### src/rtl/proc_pkg.sv
// Shared definitions for the small processor slice: memory geometry,
// opcode constants and the fetch-unit state type.
package proc_pkg;

   localparam int PROG_DEPTH = 16;
   localparam int IW         = 8;

   localparam logic [7:0] NOP = 8'h00;
   localparam logic [4:0] IN  = 5'b00111;
   localparam logic [4:0] ADD = 5'b01111;
   localparam logic [1:0] MOV = 2'b10;
   localparam logic [4:0] OUT = 5'b11111;

   typedef enum logic [1:0] {
      S_IDLE,
      S_RUN,
      S_DONE
   } state_t;

endpackage

### src/rtl/instr_mem.sv
// Instruction store: one synchronous write port, one combinational read port.
// Deliberately has no reset so contents survive a fetch-unit reset.
module instr_mem #(
   parameter int DEPTH = 16,
   parameter int IW    = 8
) (
   input  logic                     clk,
   input  logic                     i_we,
   input  logic [$clog2(DEPTH)-1:0] i_waddr,
   input  logic [IW-1:0]            i_wdata,
   input  logic [$clog2(DEPTH)-1:0] i_raddr,
   output logic [IW-1:0]            o_rdata
);

   logic [IW-1:0] r_mem [DEPTH];

   always_ff @(posedge clk) begin
      if (i_we) begin
         r_mem[i_waddr] <= i_wdata;
      end
   end

   assign o_rdata = r_mem[i_raddr];

endmodule

### src/rtl/instr_fetch.sv
// Instruction fetch unit: loads a program while idle, then streams it
// word by word to the processor, honouring stall, and pulses done at the end.
module instr_fetch #(
   parameter int PROG_DEPTH = proc_pkg::PROG_DEPTH,
   parameter int IW         = proc_pkg::IW
) (
   input  logic                          clk,
   input  logic                          rst_n,
   input  logic                          load_en,
   input  logic [$clog2(PROG_DEPTH)-1:0] load_addr,
   input  logic [IW-1:0]                 load_data,
   input  logic [$clog2(PROG_DEPTH):0]   prog_len,
   input  logic                          start,
   input  logic                          stall,
   output logic [IW-1:0]                 I,
   output logic                          instr_valid,
   output logic [$clog2(PROG_DEPTH)-1:0] pc,
   output logic                          busy,
   output logic                          done
);

   import proc_pkg::*;

   localparam int ADDR_W = $clog2(PROG_DEPTH);
   localparam int LEN_W  = ADDR_W + 1;
   localparam logic [LEN_W-1:0] MAX_LEN = LEN_W'(PROG_DEPTH);

   state_t           r_state, w_stateNext;
   logic [LEN_W-1:0] r_cnt, w_cntNext;
   logic [LEN_W-1:0] r_len, w_lenNext;
   logic [IW-1:0]    r_instr, w_instrNext;
   logic             r_valid, w_validNext;
   logic             r_busy, w_busyNext;
   logic             r_done, w_doneNext;

   logic             w_memWe;
   logic [IW-1:0]    w_memData;
   logic [LEN_W-1:0] w_lenClamp;

   assign w_memWe    = load_en && (r_state == S_IDLE);
   assign w_lenClamp = (prog_len > MAX_LEN) ? MAX_LEN : prog_len;

   instr_mem #(
      .DEPTH (PROG_DEPTH),
      .IW    (IW)
   ) u_mem (
      .clk     (clk),
      .i_we    (w_memWe),
      .i_waddr (load_addr),
      .i_wdata (load_data),
      .i_raddr (r_cnt[ADDR_W-1:0]),
      .o_rdata (w_memData)
   );

   always_ff @(posedge clk or negedge rst_n) begin
      if (!rst_n) begin
         r_state <= S_IDLE;
         r_cnt   <= '0;
         r_len   <= '0;
         r_instr <= IW'(NOP);
         r_valid <= 1'b0;
         r_busy  <= 1'b0;
         r_done  <= 1'b0;
      end else begin
         r_state <= w_stateNext;
         r_cnt   <= w_cntNext;
         r_len   <= w_lenNext;
         r_instr <= w_instrNext;
         r_valid <= w_validNext;
         r_busy  <= w_busyNext;
         r_done  <= w_doneNext;
      end
   end

   // r_cnt counts issued words one bit wider than pc, so a full-depth program
   // still ends cleanly while pc itself wraps back to 0.
   always_comb begin
      w_stateNext = r_state;
      w_cntNext   = r_cnt;
      w_lenNext   = r_len;
      w_instrNext = r_instr;
      w_validNext = 1'b0;
      w_doneNext  = 1'b0;
      unique case (r_state)
         S_IDLE: begin
            w_instrNext = IW'(NOP);
            if (start && (prog_len != '0)) begin
               w_stateNext = S_RUN;
               w_cntNext   = '0;
               w_lenNext   = w_lenClamp;
            end
         end
         S_RUN: begin
            if (r_cnt == r_len) begin
               w_stateNext = S_DONE;
               w_instrNext = IW'(NOP);
               w_doneNext  = 1'b1;
            end else if (!stall) begin
               w_instrNext = w_memData;
               w_validNext = 1'b1;
               w_cntNext   = r_cnt + 1'b1;
            end
         end
         S_DONE: begin
            w_stateNext = S_IDLE;
            w_instrNext = IW'(NOP);
         end
         default: begin
            w_stateNext = S_IDLE;
            w_instrNext = IW'(NOP);
         end
      endcase
      w_busyNext = (w_stateNext == S_RUN);
   end

   assign I           = r_instr;
   assign instr_valid = r_valid;
   assign pc          = r_cnt[ADDR_W-1:0];
   assign busy        = r_busy;
   assign done        = r_done;

endmodule
### config.mk
export PLATFORM = sky130hd
export DESIGN_NAME = instr_fetch
export DESIGN_NICKNAME = d
export VERILOG_FILES = /design/src/rtl/proc_pkg.sv /design/src/rtl/instr_mem.sv /design/src/rtl/instr_fetch.sv
export SDC_FILE = /design/constraint.sdc
export NUM_CORES = 1
export LEC_CHECK = 0
export CORE_MARGIN = 5
export CORE_UTILIZATION = 44
export CTS_CLUSTER_DIAMETER = 40
export DETAILED_ROUTE_END_ITERATION = 7
export PLACE_DENSITY = 0.62
export SLEW_MARGIN = 20
export SYNTH_ARGS = -nofsm -noshare
export SYNTH_HDL_FRONTEND = slang
export SYNTH_SLANG_ARGS = --single-unit
### constraint.sdc
create_clock -name clk -period 5.9 [get_ports clk]
set_input_delay 1.18 -clock clk [delete_from_list [all_inputs] [get_ports clk]]
set_output_delay 1.18 -clock clk [all_outputs]
set_load 0.01 [all_outputs]
==> impl_metrics.py <==
metrics = {
    "synth": {
        "synth_compound_area_share_pct": 4.20,
        "yosysSeqAreaShare_pct": 73.1,
        "synthSimpleGateAreaFrac_pct": 5.48,
        "synth_top_area_share_pct": 63.5,
        "synthMuxAreaShare_pct": 13.3,
        "syn_nets": 341,
        "synth_edf_count": 128,
        "synth_top_family_by_area": "multiplexers",
        "yosys.area_share.adder_pct": 0.207,
        "synth_ff_type": "edfxtp_1",
        "netlist_top_cells_area": "edfxtp_1 (64%), dfrtp_1 (9.5%), mux4_2 (8.9%)",
        "synth_area_leader_cell": "edfxtp_1",
        "yosys-top-cells-count": "edfxtp_1 (128), mux4_2 (24), dfrtp_1 (23), nand2_1 (23), nor2_1 (20)",
        "post-synth-top-count-cell": "edfxtp_1",
        "ys_types": 39,
        "synth_seq_cells": 151,
        "synth_xor_area_share_pct": 0.848,
        "synth_area_per_cell_um2": 19.0,
        "synth-async-reset-ratio_pct": 15.2,
        "synth_area_mm2": 0.00605,
        "syn_inst": 318,
        "ys_warn_count": 0,
    },
    "route": {
        "viasPerCell": 5.41,
        "detail-route-antenna-nets": 0,
        "first_iter_violations": 287,
        "first_pass_iters": 5,
        "wl_per_cell_um": 21.6,
        "drc": 0,
        "vias": 2962,
        "wl_um": 11800,
    },
    "sta": {
        "period_minus_slack_ps": 2890,
        "hold_viol_final": 0,
        "setup_viol": 0,
        "drv_slew": 0,
        "fin_ws_ps": 3010,
        "max_freq_mhz": 346,
        "clock_skew_ps": 7.57,
        "rsz0062_at_grt": "false",
        "worstMarginPinSlew_ps": 1070,
        "tns_ps": 0,
        "hold_slack_ps": 505,
        "relSlewSlack_pct": 28.7,
        "finalCritPeriodShare_pct": 49.0,
    },
    "floorplan": {
        "core_mm2": 0.0133,
        "die-area_mm2": 0.0162,
        "die_width_um": 127,
        "io_pins": 37,
        "die_h_um": 127,
        "initial_core_util_pct": 45.3,
        "fp-row-count": 42,
    },
    "worst_setup_path": {
        "cp_max_fo": 16,
        "setup.worst_path.end": "r_len[4]$_DFFE_PN0P_",
        "path_delay_family": "simple AND/OR/NAND/NOR gates",
        "required_ps": 6210,
        "r2r_cells": 6,
        "startpoint": "prog_len[0]",
        "critPathMaxStageDelay_ps": 510,
        "ff2ff_setup_slack_ps": 3440,
        "worstPathCellList": "clkdlybuf4s50_1, or4_1, o21ai_1, nand2b_1, mux2_2",
        "end_kind": "flip-flop",
        "worstPathArrival_ps": 3190,
        "cp.buffers_inverters": 1,
        "crit_slowest_cell": "or4_1",
        "cp.depth": 5,
        "rr_endpoint": "r_cnt[3]$_DFFE_PN0P_",
        "critical_path_class": "in2reg",
        "r2r_start": "r_cnt[1]$_DFFE_PN0P_",
        "startpoint_type": "input pin",
    },
    "clocking": {
        "clkLatencyLatePin_ps": 420,
        "clkSinkCount": 151,
        "cts_tree": "done",
        "cts_resized": 0,
        "cts_hold_buffers": 0,
        "cts_buffer_depth": 2,
        "cts_made_buffers": 17,
        "root_buffer": "clkbuf_16",
        "cts_setup_buffers": 0,
        "htreeDepth": 4,
        "clkTransAtPathRegs_ps": 60,
    },
    "final_layout": {
        "nFillCells": 1045,
        "nets": 381,
        "diodes": 0,
        "syn_to_final_growth_pct": 17.2,
        "post-route-util_pct": 53.1,
        "layout-drive-gt1-share_pct": 18.1,
    },
    "global_routing": {
        "grt_pass1_vias": 3118,
        "grt-ovfl-total": 0,
        "grt_pass1_wl_um": 18700,
        "grt_use_total_pct": 15.9,
        "grt_max_degree": 38,
        "antenna_found_initial": 0,
    },
    "power": {
        "powerDensity_mw_per_mm2": 435,
        "power.leakage_nw": 2.40,
        "ir_worst_vdd_uv": 354,
        "finalPower_w": 0.00309,
    },
    "placement": {
        "post-place-ws_ps": 2460,
        "dp_hpwl_um": 7470,
        "globalplace.congestion": 0.771,
        "port_buffers": 36,
    },
    "hold_path": {
        "min_from": "r_cnt[4]$_DFFE_PN0P_",
        "hold_class": "reg2reg",
    },
    "run_status": {
        "status": "finished, final reports clean",
    },
    "run": {
        "cap_violations": 0,
    },
}
## cell usage in the layout (no fill, tap or decap), drive strengths merged, types with 4 or more instances in the layout
| master | netlist | layout |
|---|---|---|
| clkinv | 0 | 8 |
| nand2 | 24 | 24 |
| dfrtp | 23 | 23 |
| o21ai | 6 | 6 |
| a22oi | 16 | 16 |
| clkbuf | 3 | 18 |
| buf | 17 | 6 |
| nand2b | 9 | 9 |
| a22o | 8 | 8 |
| edfxtp | 128 | 128 |
| mux2i | 4 | 4 |
| nor2 | 20 | 20 |
| nor3 | 5 | 5 |
| clkdlybuf4s50 | 0 | 35 |
| mux4 | 32 | 32 |
| xor2 | 5 | 5 |
## sequential cells by signal, indices dropped and copies added, names as in the netlist
register and cells:
r_len 5, r_cnt 5, done 1, r_state 2, instr_valid 1, u_mem.r_mem 128, I 8, busy 1
## kinds of logic after synthesis
| logic type | after synthesis |
|---|---|
| XOR/XNOR | 5 |
| AND/OR/NAND/NOR | 68 |
| flip-flops | 151 |
| multiplexers | 37 |
| AO/OA/AOI/OAI | 34 |
| buffers and inverters | 22 |
| adder cells (fa/ha/maj) | 1 |
## layer usage
layer | track usage (%) | up-vias | wire, um
met3 | 5.51 | 9 | 866
met4 | 4.16 | 0 | 78
met2 | 23.5 | 115 | 5600
met1 | 22.9 | 1481 | 5270
met5 | 0 | - | 0
li1 | - | 1357 | -
## worst register-to-register path, delay by kind of cell, from the launching register on
kind | cells | cell delay, ps
compound gates | 1 | 730
xor+xnor | 1 | 240
buf+inv | 1 | 560
flops | 1 | 360
mux | 1 | 160
simple gates | 2 | 300
## through the flow
stage	cells	cell area [um2]
after floorplan	318	6050
after global placement	515	6500
after detailed placement	515	6500
after CTS	547	7090
after global routing	547	7090
final	547	7090
## final cells by class
type                            count  area [um2]  share of cell area (%)
Inverter                            2        7.51                   0.106
Clock inverter                     14         158                    2.22
Clock buffer                       18         429                    6.05
Sequential cell                   151        4420                    62.4
Tap cell                          176         220                    3.11
Timing Repair Buffer               41         393                    5.54
Multi-Input combinational cell    145        1460                    20.6
## worst min path at each step
stage	cells after the start	end	slack [ps]
after global routing	1	I[0]$_DFFE_PN0P_	540
after CTS	1	I[6]$_DFFE_PN0P_	510
final	1	r_cnt[4]$_DFFE_PN0P_	500
after detailed placement	1	I[6]$_DFFE_PN0P_	490
after floorplan	1	r_cnt[4]$_DFFE_PN0P_	460
after global placement	1	r_cnt[4]$_DFFE_PN0P_	490
## where the power goes
| part | switching, W | leakage [nW] | internal (W) |
|---|---|---|---|
| clock | 0.000405 | 0.283 | 0.000660 |
| sequential | 0.0000550 | 1.45 | 0.00125 |
| combinational | 0.000383 | 0.663 | 0.000335 |
| total | 0.000843 | 2.40 | 0.00224 |
Power figures use the tool's default switching activity.
